[src/rtl/param_prog_counter_pkg.sv]
// prog_counter_pkg: shared types and constants for param_prog_counter.
//   mode_e       - terminal-count behaviour (wrap / saturate / one-shot)
//   decode_mode  - maps the raw 2-bit mode pins onto mode_e; code 3 acts as wrap
//   RST_*        - reset values of the single-bit flags
package prog_counter_pkg;

  typedef enum logic [1:0] {
    MODE_WRAP    = 2'd0,
    MODE_SAT     = 2'd1,
    MODE_ONESHOT = 2'd2
  } mode_e;

  localparam logic RST_TC   = 1'b0;
  localparam logic RST_OVF  = 1'b0;
  localparam logic RST_DONE = 1'b0;

  // The unused encoding falls back to wrap so the pins never select an
  // undefined behaviour.
  function automatic mode_e decode_mode(input logic [1:0] m);
    mode_e r;
    case (m)
      2'd1:    r = MODE_SAT;
      2'd2:    r = MODE_ONESHOT;
      default: r = MODE_WRAP;
    endcase
    return r;
  endfunction

endpackage

[src/rtl/param_prog_counter_tick_prescaler.sv]
// tick_prescaler: divides enabled cycles down to one tick per div+1 cycles.
//   clk, rst_n - clock, synchronous active-low reset
//   en         - advances the prescaler; low holds its phase
//   sync_clr   - restarts the period (counter clear or load)
//   div        - divide field; 0 ticks on every enabled cycle
//   tick       - combinational, high in the cycle the counter should step
module tick_prescaler #(
  parameter int PRE_W = 4
) (
  input  logic             clk,
  input  logic             rst_n,
  input  logic             en,
  input  logic             sync_clr,
  input  logic [PRE_W-1:0] div,
  output logic             tick
);

  logic [PRE_W-1:0] pre;

  // If div is lowered below the current phase, pre keeps counting and wraps
  // through 2^PRE_W before matching again.
  assign tick = en & ~sync_clr & (pre == div);

  always_ff @(posedge clk) begin
    if (!rst_n) begin
      pre <= '0;
    end else if (sync_clr) begin
      pre <= '0;
    end else if (en) begin
      pre <= tick ? '0 : pre + PRE_W'(1);
    end
  end

endmodule

[src/rtl/param_prog_counter.sv]
// param_prog_counter: programmable up/down counter with modulo limit,
// prescaler and wrap / saturate / one-shot terminal behaviour.
//   clk, rst_n       - clock, synchronous active-low reset
//   en, dir          - count enable, direction (1 = up)
//   clr, load        - synchronous clear / load from load_data (clr wins)
//   lim_we           - write limit register from load_data
//   div              - prescale, one step per div+1 enabled cycles
//   mode             - 0 wrap, 1 saturate, 2 one-shot, 3 wrap
//   oe               - gates count; mirrored on count_oe for the pad
//   count            - counter value, zero when oe=0
//   tc               - one-cycle pulse after a terminal tick
//   ovf, done        - sticky wrap flag, sticky one-shot finished flag
module param_prog_counter
  import prog_counter_pkg::*;
#(
  parameter int WIDTH = 8,
  parameter int PRE_W = 4
) (
  input  logic             clk,
  input  logic             rst_n,
  input  logic             en,
  input  logic             dir,
  input  logic             clr,
  input  logic             load,
  input  logic             lim_we,
  input  logic [WIDTH-1:0] load_data,
  input  logic [PRE_W-1:0] div,
  input  logic [1:0]       mode,
  input  logic             oe,
  output logic [WIDTH-1:0] count,
  output logic             count_oe,
  output logic             tc,
  output logic             ovf,
  output logic             done
);

  logic [WIDTH-1:0] cnt, cnt_d, limit;
  logic             tc_d, ovf_d, done_d;
  logic             tick, terminal;
  mode_e            mode_sel;

  tick_prescaler #(.PRE_W(PRE_W)) u_prescaler (
    .clk      (clk),
    .rst_n    (rst_n),
    .en       (en),
    .sync_clr (clr | load),
    .div      (div),
    .tick     (tick)
  );

  assign mode_sel = decode_mode(mode);
  // ">=" so a value loaded above the limit is caught on the next tick.
  assign terminal = dir ? (cnt >= limit) : (cnt == '0);

  always_comb begin
    cnt_d  = cnt;
    tc_d   = 1'b0;
    ovf_d  = ovf;
    done_d = done;
    if (clr) begin
      cnt_d  = '0;
      ovf_d  = 1'b0;
      done_d = 1'b0;
    end else if (load) begin
      cnt_d  = load_data;
      ovf_d  = 1'b0;
      done_d = 1'b0;
    end else if (tick && !done) begin
      if (!terminal) begin
        cnt_d = dir ? cnt + WIDTH'(1) : cnt - WIDTH'(1);
      end else begin
        tc_d = 1'b1;
        case (mode_sel)
          MODE_SAT:     cnt_d = cnt;
          MODE_ONESHOT: done_d = 1'b1;
          default: begin
            cnt_d = dir ? '0 : limit;
            ovf_d = 1'b1;
          end
        endcase
      end
    end
  end

  always_ff @(posedge clk) begin
    if (!rst_n) begin
      cnt  <= '0;
      tc   <= RST_TC;
      ovf  <= RST_OVF;
      done <= RST_DONE;
    end else begin
      cnt  <= cnt_d;
      tc   <= tc_d;
      ovf  <= ovf_d;
      done <= done_d;
    end
  end

  always_ff @(posedge clk) begin
    if (!rst_n) begin
      limit <= '1;
    end else if (lim_we) begin
      limit <= load_data;
    end
  end

  assign count    = oe ? cnt : '0;
  assign count_oe = oe;

endmodule
[config.mk]
export PLATFORM = sky130hd
export DESIGN_NAME = param_prog_counter
export DESIGN_NICKNAME = d
export VERILOG_FILES = /design/src/rtl/param_prog_counter_pkg.sv /design/src/rtl/param_prog_counter_tick_prescaler.sv /design/src/rtl/param_prog_counter.sv
export SDC_FILE = /design/constraint.sdc
export NUM_CORES = 1
export LEC_CHECK = 0
export CORE_MARGIN = 8
export CORE_UTILIZATION = 45
export CTS_CLUSTER_DIAMETER = 30
export DETAILED_ROUTE_END_ITERATION = 8
export GPL_TIMING_DRIVEN = 0
export PLACE_DENSITY = 0.74
export SYNTH_ARGS = -nofsm -noshare
export SYNTH_HDL_FRONTEND = slang
export SYNTH_SLANG_ARGS = --single-unit
[constraint.sdc]
create_clock -name clk -period 2.5 [get_ports clk]
set_input_delay 0.25 -clock clk [delete_from_list [all_inputs] [get_ports clk]]
set_output_delay 0.25 -clock clk [all_outputs]
set_load 0.05 [all_outputs]
* After elaboration in Yosys (flattened, before gate mapping) *
Index checks and enable logic that the tools add are counted.

cells by class
  add/subtract/negate cells = 3
  $lt $le $gt $ge = 1
  equal/unequal tests = 6
  multiplexer cells = 11
  bitwise logic cells = 7
  reduce and logical (&&, ||, !) cells = 12

operators by type and width
  cell                   count
  $mux W8                7
  $add A8 B1 Y8 const B  1
  $ge A8 B8 Y1           1
  $logic_not A8 Y1       1
  $sub A8 B1 Y8 const B  1
  $reduce_and A3 Y1      2
  $reduce_or A2 Y1       3
  $add A4 B1 Y4 const B  1
  $eq A2 B1 Y1 const B   2
  $eq A2 B2 Y1 const B   2
  $eq A4 B4 Y1           1
  $mux W4                1
  $not A1 Y1             4
  $pmux W2 S2            1
  $reduce_or A4 Y1       1
  $ne A3 B3 Y1 const B   1
  $reduce_or A3 Y1       1
  $and A1 B1 Y1          2
  $mux W1                2
  $reduce_and A2 Y1      1
  $reduce_bool A2 Y1     1
  $logic_and A1 B1 Y1    1
  $logic_not A1 Y1       1
  $or A1 B1 Y1           1

storage, ports and cells
  register bits = 23
  bits of input ports = 22
  output and inout bits = 12

* Depth between registers and ports, before layout *
Gate-level depths: netlist of run 1.

  depth in word-level cells = 8
  depth in mapped cells = 9
  depth with buffers taken out = 8

* Hierarchy *
From an unflattened synthesis of run 1, not the netlist that was laid out.

unflattened totals
  cell total of the unflattened synthesis = 192
  area, all modules = 1752.9 um^2

modules (own cells, without submodules)
  module              instances  cells an instance  area an instance (um^2)  sequential area each (um^2)
  param_prog_counter  1          169                1514.0                   380.4
  tick_prescaler      1          23                 239.0                    80.1

* Least setup slack after synthesis of run 1 *
No wires, ideal clock.

  path type = register to register
  from = register cnt[0]
  to = register cnt[6]
  setup time = 0.060 ns
  arrival time = 1.938 ns
  required time = 2.440 ns
  path slack = 0.503 ns
  cell stages (with the launch flop) = 10
  clock period less this slack = 1.997 ns
  cell sequence = dfxtp_1 -> inv_1 -> ha_1 -> nor3b_1 -> o21ai_2 -> o211a_4 -> a21boi_4 -> or2_1 -> buf_6 -> o2111a_1

between the ends
  longest elaborated chain between the ends = 5
  elaborated cells on any way between the ends = 11
  classes of those cells = 2 x add/sub; 1 x order compare; 1 x eq/ne; 5 x mux; 2 x reduce/logical

ends and longest elaborated chain
  item                                       RTL line                                            text
  start, declared                            param_prog_counter.sv:37                            logic [WIDTH-1:0] cnt, cnt_d, limit;
  start signal, assigned                     param_prog_counter.sv:92                            cnt <= cnt_d;
  $sub A8 B1 Y8 (tied with other cells)      param_prog_counter.sv:70                            cnt_d = dir ? cnt + WIDTH'(1) : cnt - WIDTH'(1);
  $mux W8 / $mux W1 (equally long branches)  param_prog_counter.sv:70, param_prog_counter.sv:53
  $mux W8                                    param_prog_counter.sv:69                            if (!terminal) begin
  $mux W8                                    param_prog_counter.sv:68                            end else if (tick && !done) begin
  $mux W8                                    param_prog_counter.sv:64                            end else if (load) begin

Several ways; a longest one is shown, not always the timed one. The select of a mux whose other input is x is not followed.
A chain may end at the register's enable or synchronous reset.

* Final worst setup path of run 1 *
  from = register cnt[0]
  to = register cnt[0]

The elaborated chain is that of the path after synthesis.

==> results.tsv, run 1 <==
stage	metric	value	unit
status	status	finished clean	
power_and_ir_drop	clock power share	27.4	%
power_and_ir_drop	Leak	0.930	nW
yosys	sequential area share after synthesis	27.5	%
timing	setup TNS	0	ns
detailed_routing	vias post-DR	1538	
clock_network	CTS tree	yes	
detailed_routing	met3 routed WL	283	µm
worst_setup_path	CP Max Fanout	7	
die	Die ar.	5930	µm²
yosys	#FFs+latches synth	23	
placement	Area after DPL	2040	µm²
power_and_ir_drop	Internal	0.000606	W
hold_path	hold-critical path depth	2	
die	Chip Height	77.0	µm
detailed_routing	Met2 Wirelength	1830	µm
timing	RSZ-0062 raised after global routing	false	
clock_network	Worst-path clk slew	0.09	ns
yosys	Synth top area share	27.5	%
yosys	Syn Nets	230	
placement	RePlAce Congestion	0.825	
yosys	Synth Warn #	0	
worst_setup_path	worst r2r dst	cnt[0]	
yosys	Area contributors post-synth	dfxtp_1 (28%), ha_1 (12%), o211ai_1 (4.9%)	
power_and_ir_drop	Sw Share	30.5	%
worst_setup_path	Crit. End Element	register	
yosys	dominant cell by count in the synthesized netlist	dfxtp_1	
detailed_routing	Starting DRT DRC Count	86	
timing	Final Cycle Share	93.3	%
final_layout	layout cells sized above 1	7.96	%
worst_setup_path	CP arrival	2.51	ns
yosys	Commonest cells post-synth	dfxtp_1 (23), ha_1 (16), o21ai_0 (15), inv_1 (13)	
detailed_routing	WL final	4050	µm
detailed_routing	Avg WL per Cell	14.8	µm
timing	Max Fclk	429	MHz
hold_path	Hold EP	limit[0]	
final_layout	Nets	266	
global_route	GR Util All Layers	13.7	%
timing	clock skew	0.00295	ns
detailed_routing	DR vias/cell	5.61	
yosys	Yosys top cell by area	dfxtp_1	
final_layout	Area Growth Syn to Fin	25.0	%
hold_path	hold_sp	rst_n	
clock_network	cts bufs inserted	3	
power_and_ir_drop	Cell Pwr Density	417	nW/µm²
die	core area	3610	µm²
yosys	average size of a mapped cell	8.76	µm²
worst_setup_path	R2R Path Start	cnt[0]	
placement	hpwl dp	3130	µm
yosys	dominant synthesized flop cell	dfxtp_1	
worst_setup_path	reg2reg setup slack	0.17	ns
detailed_routing	top sig layer	met4	
detailed_routing	# DRC	0	
final_layout	Antenna Cells	0	
run	Max-cap violations	0	
placement	port bufs	31	
timing	final worst slack	0.168	ns
global_route	first-pass GRT wire length	6920	µm
worst_setup_path	CP Launch Type	register	
global_route	largest net degree at the start of global routing	14	
worst_setup_path	Required @ worst endpoint	2.67	ns
worst_setup_path	reg2reg path depth	8	
die	die width	77.0	µm
power_and_ir_drop	share of power burned in registers	45.3	%
yosys	number of enable flip-flop cells after synthesis	0	
timing	max-slew violation count	0	
final_layout	final core utilization	58.1	%
die	Initial Utilization	46.4	%
detailed_routing	M1 WL	1900	µm
yosys	asr flop ratio synth	0	%
clock_network	Num Clock Sinks	23	
clock_network	CTS Buffer Depth	2	
yosys	Syn Inst Count	191	
die	Ports	34	
clock_network	Hold-fix buffers, CTS	0	
placement	dpl ws	-0.331	ns
timing	max_slew headroom	66.4	%
die	row count	22	
yosys	Netlist cell types	50	
power_and_ir_drop	maximum vdd drop	0.000221	V
timing	final hold vios	0	
yosys	Synth Cell Area	1670	µm²
global_route	total gr overflow	0	
timing	Hold Slack	0.340	ns
clock_network	H-tree Lvls	1	
global_route	initial antenna violation count	0	
power_and_ir_drop	Comb pwr share	27.3	%
final_layout	final instance area	2090	µm²
power_and_ir_drop	NetSw	0.000266	W
detailed_routing	Post-DRT Antenna Nets	0	
clock_network	later-pin clock latency in the skew report	0.27	ns
hold_path	Worst Hold Class	in2reg	
detailed_routing	Pre-antenna DRT Iters	4	
clock_network	Root Buffer	clkbuf_8	
worst_setup_path	kind of critical path	reg2reg	
timing	Final setup viols	0	
global_route	vias in the first global route	1533	
timing	minimum clock period after layout	2.33	ns
timing	Least-Margin Pin Slew	0.502	ns
[power groups by stage]
stage	Clock (W)	Sequential (W)	Combinational (W)
final	0.000239	0.000395	0.000238
after global routing	0.000256	0.000397	0.000263
after CTS	0.000246	0.000395	0.000238
after detailed placement	0	0.000404	0.000235
after global placement	0	0.000403	0.000233
after floorplan	0	0.000399	0.000160
[per-layer routing]
layer | global-route usage, % | up-vias
li1 | - | 763
met1 | 16.8 | 725
met2 | 22.2 | 46
met3 | 3.61 | 4
met4 | 5.47 | 0
met5 | 0 | -
[final cells by class]
cell class | instances | area [µm²]
Buffer | 7 | 46.3
Clock buffer | 3 | 41.3
Clock inverter | 1 | 5.00
Fill cell | 336 | 1510
Inverter | 14 | 66.3
Multi-Input combinational cell | 147 | 1100
Sequential cell | 23 | 460
Tap cell | 48 | 60.1
Timing Repair Buffer | 31 | 313
[critical path, cell delays in order (launching register included)]
cell,delay (ns)
dfxtp_1,0.51
inv_1,0.11
ha_1,0.30
nor3b_1,0.25
o21ai_2,0.13
o211a_4,0.30
a21boi_4,0.23
nor2_1,0.10
a221oi_1,0.31
[state kept, by name, summed over array words and instances (netlist names)]
name / count
done: 1
cnt: 8
ovf: 1
limit: 8
tc: 1
u_prescaler.pre: 4
[metrics by stage]
stage | total power (W) | std cells
2_1_floorplan | 0.000559 | 191
3_3_place_gp | 0.000637 | 270
3_5_place_dp | 0.000639 | 270
4_1_cts | 0.000879 | 274
5_1_grt | 0.000917 | 274
6_report | 0.000872 | 274
[placed cells by master, fill, tap and decap left out, types with 3 or more instances in the layout]
cell / count
clkbuf_8: 3
a21oi_1: 12
and2_1: 7
nor2_1: 8
clkbuf_1: 3
inv_1: 12
mux2i_1: 6
xnor2_1: 4
clkdlybuf4s50_1: 30
xor2_1: 8
a211oi_1: 3
o211ai_1: 11
o21a_1: 5
o21ai_0: 15
dfxtp_1: 23
a21o_1: 3
ha_1: 16
nand2_1: 12
[how the worst max path moves through the flow]
stage / start / to / slack (ns) / depth (start not counted)
2_1_floorplan: cnt[0] / cnt[6] / 0.50 / 9
3_3_place_gp: dir / cnt[7] / -0.33 / 9
3_5_place_dp: dir / cnt[7] / -0.33 / 9
4_1_cts: dir / cnt[7] / 0.04 / 9
5_1_grt: cnt[0] / cnt[7] / 0.03 / 8
6_report: cnt[0] / cnt[0] / 0.17 / 8
[cell families after synthesis]
| kind of cell | after synthesis | synth area share (%) |
|---|---|---|
| muxes | 7 | 4.26 |
| DFF | 23 | 27.5 |
| and+or+nand+nor | 45 | 14.8 |
| AOI/OAI and AO/OA | 66 | 27.3 |
| xor gates and xnor gates | 12 | 6.28 |
| buffers and inverters | 21 | 6.73 |
| adders and majority gates | 17 | 13.2 |
[repair_timing]
action | CTS | global route
setup buffers | 0 | 0
gates resized for setup | 1 | 1
setup endpoints to repair | 1 | 1
Note: power is estimated with default switching activity, not from simulation.
==> run 2: changes to the inputs <==
--- a/config.mk
+++ b/config.mk
@@ -10,7 +10,7 @@
 export CTS_CLUSTER_DIAMETER = 30
 export DETAILED_ROUTE_END_ITERATION = 8
 export GPL_TIMING_DRIVEN = 0
-export PLACE_DENSITY = 0.74
+export PLACE_DENSITY = 0.77
 export SYNTH_ARGS = -nofsm -noshare
 export SYNTH_HDL_FRONTEND = slang
 export SYNTH_SLANG_ARGS = --single-unit
==> constraint.sdc (replaced) <==
create_clock -name clk -period 2 [get_ports clk]
set_input_delay 0.2 -clock clk [delete_from_list [all_inputs] [get_ports clk]]
set_output_delay 0.2 -clock clk [all_outputs]
set_load 0.05 [all_outputs]
==> run 2 against run 1 <==
Compared with the run above: the flow now finishes with violations (setup timing); flip-flop and latch count is the same; sequential share of layout area shrank 1.5 points; clock power grew 25%; global-route usage grew 1.8 points; sequential power grew 25%; non-clock buffer count grew 10; die area is the same; maximum frequency grew 16%; register-to-register slack lost 0.18 ns; worst hold slack lost 0.050 ns; power grew 32%.
==> results.tsv, run 2 (same netlist as run 1, synthesis figures left out) <==
stage	metric	value	unit	change
timing	Max Fclk	498	MHz	+16%
status	failing checks	setup timing		
detailed_routing	Starting DRT DRC Count	84		-2.3%
timing	setup TNS	-0.0123	ns	-0.0123 ns
final_layout	commonest non-fill, non-tap cell in the layout	clkdlybuf4s50_1		
worst_setup_path	reg2reg setup slack	-0.01	ns	-0.18 ns
die	Die ar.	5930	µm²	unchanged
final_layout	final core utilization	64.8	%	+6.7 points
clock_network	CTS Buffer Depth	2		unchanged
timing	Hold Slack	0.290	ns	-0.0503 ns
worst_setup_path	Crit. End Element	register		
timing	Least-Margin Pin Slew	0.508	ns	+0.00579 ns
worst_setup_path	Required @ worst endpoint	2.17	ns	-0.50 ns
detailed_routing	WL final	4700	µm	+16%
detailed_routing	# DRC	0		unchanged
timing	clock skew	0.00254	ns	-0.000404 ns
timing	RSZ-0062 raised after global routing	true		
final_layout	top flop regs	cnt: 8 flops, limit: 8 flops, u_prescaler.pre: 4 flops		
timing	max-slew violation count	0		unchanged
timing	final hold vios	0		unchanged
timing	Final Cycle Share	100	%	+7.2 points
worst_setup_path	worst r2r dst	cnt[6]		
die	Chip Height	77.0	µm	unchanged
clock_network	Root Buffer	clkbuf_8		
final_layout	layout cells sized above 1	23.3	%	+15 points
power_and_ir_drop	Comb pwr share	31.1	%	+3.8 points
worst_setup_path	CP Launch Type	register		
clock_network	Num Clock Sinks	23		unchanged
global_route	GR Util All Layers	15.5	%	+1.8 points
timing	final worst slack	-0.00965	ns	-0.178 ns
clock_network	cts bufs inserted	3		unchanged
power_and_ir_drop	clock power share	25.9	%	-1.5 points
worst_setup_path	R2R Path Start	cnt[7]		
final_layout	Area Growth Syn to Fin	39.5	%	
status	status	complete, but fails checks		
power_and_ir_drop	Sw Share	31.1	%	+0.67 points
global_route	initial antenna violation count	0		unchanged
global_route	vias in the first global route	1692		+10%
final_layout	Nets	276		+3.8%
die	Ports	34		unchanged
placement	hpwl dp	3180	µm	+1.7%
detailed_routing	Met2 Wirelength	2280	µm	+25%
power_and_ir_drop	Cell Pwr Density	492	nW/µm²	+18%
worst_setup_path	CP Launch Point	cnt[7]		
worst_setup_path	reg2reg path depth	8		unchanged
clock_network	CTS tree	yes		
timing	Final setup viols	2		+2
detailed_routing	DR vias/cell	5.69		+1.3%
detailed_routing	Post-DRT Antenna Nets	0		unchanged
detailed_routing	met3 routed WL	382	µm	+35%
worst_setup_path	CP Max Fanout	6		-1
detailed_routing	Avg WL per Cell	16.5	µm	+12%
worst_setup_path	CP arrival	2.18	ns	-0.33 ns
clock_network	H-tree Lvls	1		unchanged
die	core area	3610	µm²	unchanged
global_route	first-pass GRT wire length	7670	µm	+11%
power_and_ir_drop	share of power burned in registers	43.0	%	-2.3 points
hold_path	Worst Hold Class	in2reg		
final_layout	Antenna Cells	0		unchanged
die	die width	77.0	µm	unchanged
detailed_routing	M1 WL	1920	µm	+1.2%
detailed_routing	top sig layer	met4		
global_route	total gr overflow	0		unchanged
clock_network	Worst-path clk slew	0.08	ns	about the same
run	Max-cap violations	0		unchanged
power_and_ir_drop	NetSw	0.000358	W	+35%
detailed_routing	vias post-DR	1615		+5.0%
die	row count	22		unchanged
final_layout	most frequent cells in the layout	clkdlybuf4s50_1 (21), o21ai_0 (14), dfxtp_1 (14), nand2_1 (12), ha_1 (12)		
power_and_ir_drop	Internal	0.000792	W	+31%
worst_setup_path	CP Capture Point	cnt[6]		
clock_network	later-pin clock latency in the skew report	0.27	ns	about the same
power_and_ir_drop	Leak	1.12	nW	+21%
placement	port bufs	31		unchanged
timing	minimum clock period after layout	2.01	ns	-0.322 ns
placement	RePlAce Congestion	0.873		+5.8%
timing	max_slew headroom	66.1	%	-0.39 points
power_and_ir_drop	maximum vdd drop	0.000348	V	+57%
global_route	largest net degree at the start of global routing	13		-1
detailed_routing	Pre-antenna DRT Iters	5		+1
die	Initial Utilization	46.4	%	unchanged
worst_setup_path	kind of critical path	reg2reg		
[run 2: power groups by stage]
stage | sequential (W) | combinational, W | clock [W]
floorplan | 0.000499 | 0.000200 | 0
global placement | 0.000504 | 0.000290 | 0
detailed placement | 0.000505 | 0.000295 | 0
CTS | 0.000495 | 0.000331 | 0.000302
global route | 0.000497 | 0.000391 | 0.000327
finish | 0.000495 | 0.000358 | 0.000298
[run 2: repair_timing]
item                                    4_1_cts  5_1_grt
setup buffers                                 7        3
gates cloned                                  0        0
gates resized for setup                      29       22
endpoints found under the setup margin        8       17
hold buffers                                  0        0
pin swaps                                     8       11
[run 2: how the worst min path moves through the flow]
stage / endpoint / slack, ns / startpoint / cells past startpoint
final: limit[0] / 0.29 / rst_n / 2
after global routing: limit[0] / 0.29 / rst_n / 2
after CTS: limit[0] / 0.29 / rst_n / 2
after detailed placement: ovf / 0.47 / ovf / 2
after global placement: ovf / 0.46 / ovf / 2
after floorplan: limit[6] / 0.33 / load_data[6] / 2
[run 2: layout make-up]
class	instances	area, µm²
Fill cell	301	1270
Multi-Input combinational cell	147	1230
Sequential cell	23	479
Timing Repair Buffer	41	409
Inverter	14	70.1
Tap cell	48	60.1
Buffer	7	46.3
Clock buffer	4	45.0
[run 2: critical path, cell delays in order, from the launching register on]
cell,delay [ns]
dfxtp_4,0.39
ha_4,0.27
inv_1,0.07
o211ai_1,0.26
o211a_4,0.25
a21boi_4,0.08
or2_1,0.22
buf_6,0.14
o2111a_1,0.22
[run 2: layer usage]
layer / up-vias / global-route usage, %
met4: 0 / 8.11
li1: 783 / -
met5: - / 0
met3: 12 / 3.61
met2: 72 / 25.7
met1: 748 / 18.1
[run 2: stage by stage]
stage	std cells	cell area [µm²]	power [W]	worst slack [ns]
global route	284	2340	0.00121	-0.0975
floorplan	191	1670	0.000699	0.00252
finish	284	2340	0.00115	-0.00965
CTS	281	2240	0.00113	0.00961
global placement	270	2040	0.000794	-0.768
detailed placement	270	2040	0.000800	-0.805
